`src/rtl/dmem_arb_pkg.sv`:
```
// Shared constants for the data-memory port arbiter.
// Holds the owner encoding, the wait-counter width and the default video wait limit.
package dmem_arb_pkg;

   localparam int unsigned WAIT_W       = 4;
   localparam int unsigned MAX_WAIT_DEF = 4;

   localparam logic [1:0] OWN_NONE    = 2'd0;
   localparam logic [1:0] OWN_CORE_RD = 2'd1;
   localparam logic [1:0] OWN_VIDEO   = 2'd2;

endpackage

```
`src/rtl/dmem_port_arbiter.sv`:
```
// Single-port data memory arbiter between the core MEM stage and the video reader.
// The core has priority; a starved video request is forced through after MAX_WAIT cycles.
module dmem_port_arbiter
   import dmem_arb_pkg::*;
#(
   parameter int unsigned AW       = 32,
   parameter int unsigned DW       = 32,
   parameter int unsigned MAX_WAIT = MAX_WAIT_DEF
) (
   input  logic          clk,
   input  logic          rst,
   input  logic          c_req,
   input  logic          c_we,
   input  logic [AW-1:0] c_addr,
   input  logic [DW-1:0] c_wdata,
   output logic          c_gnt,
   output logic          c_rvalid,
   output logic [DW-1:0] c_rdata,
   output logic          d_mem_busy,
   input  logic          v_req,
   input  logic [AW-1:0] v_addr,
   output logic          v_gnt,
   output logic          v_rvalid,
   output logic [DW-1:0] v_rdata,
   output logic          m_en,
   output logic          m_we,
   output logic [AW-1:0] m_addr,
   output logic [DW-1:0] m_wdata,
   input  logic [DW-1:0] m_rdata,
   output logic [31:0]   stall_cnt,
   output logic [31:0]   force_cnt
);

   localparam logic [WAIT_W-1:0] WAIT_LIM = WAIT_W'(MAX_WAIT);

   logic [WAIT_W-1:0] wait_cnt;
   logic [1:0]        owner;
   logic [DW-1:0]     c_rdata_q;
   logic [DW-1:0]     v_rdata_q;
   logic              force_gnt;

   // Grant decision: core first unless video has waited out its limit
   always_comb begin
      c_gnt = 1'b0;
      v_gnt = 1'b0;
      if (!rst) begin
         if (c_req && (wait_cnt < WAIT_LIM)) begin
            c_gnt = 1'b1;
         end else if (v_req) begin
            v_gnt = 1'b1;
         end
      end
   end

   assign force_gnt  = v_gnt && (wait_cnt == WAIT_LIM);
   assign d_mem_busy = c_req && !c_gnt && !rst;

   assign m_en    = c_gnt || v_gnt;
   assign m_we    = c_gnt && c_we;
   assign m_addr  = v_gnt ? v_addr : c_addr;
   assign m_wdata = c_wdata;

   // Read data returns one cycle after the grant to whichever port owned the read
   assign c_rvalid = !rst && (owner == OWN_CORE_RD);
   assign v_rvalid = !rst && (owner == OWN_VIDEO);
   assign c_rdata  = c_rvalid ? m_rdata : c_rdata_q;
   assign v_rdata  = v_rvalid ? m_rdata : v_rdata_q;

   always_ff @(posedge clk) begin
      if (rst) begin
         wait_cnt  <= '0;
         owner     <= OWN_NONE;
         c_rdata_q <= '0;
         v_rdata_q <= '0;
         stall_cnt <= '0;
         force_cnt <= '0;
      end else begin
         if (!v_req || v_gnt) begin
            wait_cnt <= '0;
         end else if (wait_cnt != WAIT_LIM) begin
            wait_cnt <= wait_cnt + WAIT_W'(1);
         end

         if (c_gnt && !c_we) begin
            owner <= OWN_CORE_RD;
         end else if (v_gnt) begin
            owner <= OWN_VIDEO;
         end else begin
            owner <= OWN_NONE;
         end

         if (c_rvalid) begin
            c_rdata_q <= m_rdata;
         end
         if (v_rvalid) begin
            v_rdata_q <= m_rdata;
         end

         stall_cnt <= stall_cnt + 32'(d_mem_busy);
         force_cnt <= force_cnt + 32'(force_gnt);
      end
   end

endmodule
```
`config.mk`:
```
export PLATFORM = sky130hd
export DESIGN_NAME = dmem_port_arbiter
export DESIGN_NICKNAME = d
export VERILOG_FILES = /design/src/rtl/dmem_arb_pkg.sv /design/src/rtl/dmem_port_arbiter.sv
export SDC_FILE = /design/constraint.sdc
export NUM_CORES = 1
export LEC_CHECK = 0
export CAP_MARGIN = 10
export CELL_PAD_IN_SITES_DETAIL_PLACEMENT = 1
export CELL_PAD_IN_SITES_GLOBAL_PLACEMENT = 1
export CORE_UTILIZATION = 29
export CTS_CLUSTER_SIZE = 14
export DETAILED_ROUTE_END_ITERATION = 12
export GPL_ROUTABILITY_DRIVEN = 1
export PLACE_DENSITY_LB_ADDON = 0.2
export SLEW_MARGIN = 10
export SYNTH_ARGS = -nofsm -noshare
export SYNTH_HDL_FRONTEND = slang
export SYNTH_SLANG_ARGS = --single-unit
```
`constraint.sdc`:
```
create_clock -name clk -period 4 [get_ports clk]
set_input_delay 0.8 -clock clk [delete_from_list [all_inputs] [get_ports clk]]
set_output_delay 0.8 -clock clk [all_outputs]
set_load 0.05 [all_outputs]
```
### After elaboration in Yosys (flattened, before gate mapping)

Cells that the tools add are included.

| word-level totals | value |
|---|---|
| bits in writable memories | 0 |
| register bits | 134 |
| bits in latches | 0 |
| memories kept | 0 |
| bits in read-only memories | 0 |
| output and inout bits | 199 |

| cells by class | value |
|---|---|
| bitwise operators | 0 |
| reductions and logical operators | 16 |
| mux-type cells | 10 |
| $lt $le $gt $ge | 1 |
| shift-type cells | 0 |
| $add $sub $neg | 3 |
| multipliers | 0 |
| equality and inequality tests | 4 |
| div/mod/pow operators | 0 |

Operators by type and width:

| kind | count |
|---|---|
| 2-to-1 mux 32 bit | 3 |
| adder 32 x 1 -> 32 bit | 2 |
| logical AND 1 bit | 8 |
| 2-to-1 mux 1 bit | 6 |
| adder 4 x 1 -> 4 bit (second input constant) | 1 |
| equality test 4 x 3 -> 1 bit (second input constant) | 1 |
| zero test 1 bit | 4 |
| < comparator 4 x 3 -> 1 bit (second input constant) | 1 |
| inequality test 4 x 3 -> 1 bit (second input constant) | 1 |
| OR reduction 2 bit | 2 |
| equality test 2 x 1 -> 1 bit (second input constant) | 1 |
| equality test 2 bit (second input constant) | 1 |
| logical OR 1 bit | 2 |
| 2-to-1 mux 2 bit | 1 |

### Longest topological paths before layout

Gate-level depths: netlist of run 1.

| depth | value |
|---|---|
| word-level depth | 8 |
| depth in mapped cells | 11 |
| gate-level depth less buffers | 10 |

### Least setup slack after synthesis of run 1

OpenSTA, ideal clock, no wires.

| path | value |
|---|---|
| path kind | input port to flip-flop |
| start | input rst |
| end | register stall_cnt[31] |
| data arrival time | 4.247 ns |
| buffers on the path | 4 |
| library setup time | 0.121 ns |
| stages | 10 |
| setup slack | -0.368 ns |
| cell sequence | clkbuf_1 clkbuf_1 clkbuf_1 nor3b_1 ha_1 and3_1 nand4_1 clkbuf_1 nor4_1 mux2_2 |

| between the ends | value |
|---|---|
| longest elaborated chain between the ends | 5 |
| elaborated cells between the ends (all ways) | 6 |
| classes of those cells | add/sub (1); mux (1); reduce/logical (4) |

Ends and longest elaborated chain:

| what | RTL line | text |
|---|---|---|
| from (decl) | dmem_port_arbiter.sv:11 | `input logic rst,` |
| 2-to-1 mux 1 bit | dmem_port_arbiter.sv:46 | `if (!rst) begin` |
| zero test 1 bit | dmem_port_arbiter.sv:56 | `assign d_mem_busy = c_req && !c_gnt && !rst;` |
| logical AND 1 bit | dmem_port_arbiter.sv:56 |  |
| logical AND 1 bit (*) | dmem_port_arbiter.sv:56 |  |
| net d_mem_busy | dmem_port_arbiter.sv:19 | `output logic d_mem_busy,` |
| adder 32 x 1 -> 32 bit (*) | dmem_port_arbiter.sv:99 | `stall_cnt <= stall_cnt + 32'(d_mem_busy);` |
| to (signal assigned) | dmem_port_arbiter.sv:99 |  |
| to (decl) | dmem_port_arbiter.sv:30 | `output logic [31:0] stall_cnt,` |

The timed path passes the listed nets; every way through them passes the cells marked *.
A chain may end at the register's enable or synchronous reset.

### Final worst setup path of run 1

| path | value |
|---|---|
| start | input rst |
| end | output m_en |

| between the ends | value |
|---|---|
| longest elaborated chain between the ends | 2 |
| elaborated cells between the ends (all ways) | 3 |
| classes of those cells | mux (2); reduce/logical (1) |

Ends and longest elaborated chain:

| what | RTL line | text |
|---|---|---|
| 2-to-1 mux 1 bit | dmem_port_arbiter.sv:46 |  |
| logical OR 1 bit (*) | dmem_port_arbiter.sv:58 | `assign m_en = c_gnt \|\| v_gnt;` |
| to (decl) | dmem_port_arbiter.sv:25 | `output logic m_en,` |

Every way passes the cells marked *; elsewhere a longest branch is shown, timed or not.

==> results.sh, run 1 <==
export IMPL_status="finished, final reports clean"
export IMPL_finalHoldViolations=0
export IMPL_routed_via_count=5734
export IMPL_row_count=53
export IMPL_cts_root_buf="clkbuf_16"
export IMPL_fin_tns_setup_ns=0
export IMPL_min_to="force_cnt[29]"
export IMPL_tritoncts="done"
export IMPL_viasPerCell=4.89
export IMPL_final_nets=1023
export IMPL_p_seq_frac=0.389
export IMPL_finalCritPeriodShare=0.858
export IMPL_clk_pin_slew_ns=0.06
export IMPL_die_w_um=150
export IMPL_synth_yosys_seq_area_share=0.420
export IMPL_antenna_found_initial=2
export IMPL_powerDensity_nw_per_um2=352
export IMPL_timing_rr_start="wait_cnt[0]"
export IMPL_p_sw_frac=0.268
export IMPL_hp_class="flop to flop"
export IMPL_portBuffers=267
export IMPL_synth_warnings=0
export IMPL_boundaryPins=332
export IMPL_drc=0
export IMPL_ir_drop_v=0.000279
export IMPL_fin_crit_ns=3.43
export IMPL_end_kind="output pin"
export IMPL_drt_total_wl_mm=21.8
export IMPL_cts_made_buffers=17
export IMPL_clock_latency_ns=0.42
export IMPL_skew_ns=0.0109
export IMPL_numClockSinks=134
export IMPL_finalSetupViolations=0
export IMPL_max_freq_mhz=291
export IMPL_yosysUniqueCellTypes=36
export IMPL_cpMostUsedCell="buf_4"
export IMPL_synth_edf_count=0
export IMPL_worstPathCellList="buf_4, buf_4, buf_4, nor2_1, buf_4"
export IMPL_drv_cap=0
export IMPL_p_leak_nw=3.79
export IMPL_grt_pass1_wl_mm=33.7
export IMPL_synth_area_sq_um=6380
export IMPL_cts_max_path_buffers=2
export IMPL_nFillCells=2334
export IMPL_syn_num_nets=795
export IMPL_dp_cells=1139
export IMPL_start_util=0.300
export IMPL_p_int_w=0.00255
export IMPL_r2r_cells=10
export IMPL_dieArea_sq_um=22600
export IMPL_drtAntennaViolNets=0
export IMPL_slowest_delay_ns=0.85
export IMPL_crit_fanout=90
export IMPL_syn_avg_cell_area_sq_um=9.74
export IMPL_rsz0062_at_grt="no"
export IMPL_layout_drive_gt1_share=0.283
export IMPL_floorplan_core_area_sq_um=21300
export IMPL_pwr_share_clk=0.443
export IMPL_syn_to_final_growth_pct=55.3
export IMPL_track_usage=0.196
export IMPL_hold_depth=2
export IMPL_synthCells=655
export IMPL_ys_ff_latch=134
export IMPL_combinationalPowerShare=0.168
export IMPL_grt_ovfl_total=0
export IMPL_hpwl_mm=16.3
export IMPL_gp_congestion=0.784
export IMPL_worstMarginPinSlew_ns=0.956
export IMPL_layoutNonFillerInstCount=1173
export IMPL_wl_per_cell_um=18.6
export IMPL_slew_viol_final=0
export IMPL_critPathArrivalTime_ns=2.63
export IMPL_cpMaxStageDelayCell="buf_4"
export IMPL_startpoint_type="input pin"
export IMPL_r2r_end="force_cnt[30]"
export IMPL_slew_headroom=0.363
export IMPL_post_cts_resized=0
export IMPL_grt_start_max_net_pins=91
export IMPL_first_pass_iters=4
export IMPL_htreeDepth=4
export IMPL_cts_hold_buf=0
export IMPL_worst_setup_path_type="input pin to output pin"
export IMPL_synth_top_flop_cell="dfxtp_1"
export IMPL_die_y_um=150
export IMPL_worstPathRequired_ns=3.20
export IMPL_grt_pass1_vias=6063
export IMPL_cts_setup_buffers=0
export IMPL_r2r_setup_slack_ns=1.18
export IMPL_async_flop_share=0
export IMPL_p_switching_w=0.000936
export IMPL_hold_start="force_cnt[29]"
export IMPL_drt_first_iter_violations=148
## power groups by stage
| stage | Clock [W] | Combinational [W] | Sequential, W |
|---|---|---|---|
| after detailed placement | 0 | 0.000590 | 0.00139 |
| after global placement | 0 | 0.000583 | 0.00138 |
| after CTS | 0.00159 | 0.000593 | 0.00136 |
| final | 0.00154 | 0.000586 | 0.00136 |
| after floorplan | 0 | 0.000376 | 0.00139 |
| after global routing | 0.00165 | 0.000612 | 0.00136 |
## stage by stage
step | util | cell area (sq um) | total power, W | setup slack (ns) | hold WS [ns]
after floorplan | - | 6390 | 0.00176 | 0.238 | 0.502
after global placement | 0.438 | 9330 | 0.00197 | 0.286 | 0.472
after detailed placement | 0.438 | 9330 | 0.00198 | 0.219 | 0.497
after CTS | 0.466 | 9910 | 0.00354 | 0.553 | 0.509
after global routing | 0.466 | 9910 | 0.00362 | 0.420 | 0.537
final | 0.466 | 9910 | 0.00349 | 0.569 | 0.512
## cell usage in the layout (no fill, tap or decap), drive strengths merged, types with 19 or more instances in the layout
cell type / instances
buf: 113
a21oi: 31
nor2b: 76
nor2: 35
or4: 19
nand3: 24
dfxtp: 134
clkdlybuf4s50: 164
mux2: 103
nand4: 20
## layer usage
metal / wire length, um / track usage / part of all wire / up-vias
met1: 8150 / 0.210 / 0.37 / 2769
met3: 1260 / 0.0539 / 0.058 / 47
met5: 0 / 0 / 0 / -
li1: - / - / - / 2740
met2: 11800 / 0.359 / 0.54 / 178
met4: 620 / 0.0854 / 0.028 / 0
## flip-flops by register name, indices dropped and copies added, names as in the netlist
register	count
wait_cnt	4
stall_cnt	32
c_rdata_q	32
owner	2
force_cnt	32
v_rdata_q	32
## cells in the mapped netlist, types with 9 or more instances
master	n	area share
dfxtp_1	134	0.42
mux2_2	103	0.18
nor2b_1	76	0.074
nor2_1	35	0.021
buf_4	32	0.038
a21oi_1	31	0.024
clkbuf_1	28	0.016
nand3_1	24	0.019
nand4_1	19	0.019
or4_1	18	0.021
o31ai_1	17	0.020
nand2_1	15	0.0088
xor2_1	14	0.019
o21ai_0	13	0.010
or3_1	12	0.012
and4_1	11	0.015
inv_1	11	0.0065
nor3_1	9	0.0071
## worst max-delay path by stage
stage                     startpoint       endpoint
after floorplan                  rst  stall_cnt[31]
after global placement         v_req  force_cnt[30]
after detailed placement       v_req  force_cnt[30]
after CTS                        rst           m_en
after global routing           v_req  force_cnt[30]
final                            rst           m_en
## worst max-delay path, delay by kind of cell
family	cells	cell delay, ns
buf+inv	4	1.65
simple gates	1	0.11
## area by class of cell
cell class                      count  area (sq um)  area share
Clock buffer                       18           429      0.0433
Timing Repair Buffer              277          2970       0.299
Multi-Input combinational cell    442          3300       0.332
Sequential cell                   134          2680       0.271
Inverter                           11          41.3     0.00416
Tap cell                          275           344      0.0347
Antenna cell                        2          5.00    0.000505
Clock inverter                     14           151      0.0153
## cells by family (layout without fill, tap and decap cells)
group           after synthesis  count (layout)  share of synthesized area
fa+ha+maj                     7               7                     0.0137
compound gates               62              62                     0.0559
flops                       134             134                      0.420
other cells                   1               3                   0.000588
mux                         103             103                      0.182
buf+inv                      79             320                     0.0665
simple gates                247             247                      0.231
xor+xnor                     22              22                     0.0302
No activity file was read; power rests on OpenSTA's default activity.
==> inputs of run 2 (changes only) <==
--- a/config.mk
+++ b/config.mk
@@ -12,6 +12,7 @@
 export CTS_CLUSTER_SIZE = 14
 export DETAILED_ROUTE_END_ITERATION = 12
 export GPL_ROUTABILITY_DRIVEN = 1
+export HOLD_SLACK_MARGIN = 0.08
 export PLACE_DENSITY_LB_ADDON = 0.2
 export SLEW_MARGIN = 10
 export SYNTH_ARGS = -nofsm -noshare
==> results of run 2 <==
Same layout as run 1: the final DEF is identical, and so are final timing and power.
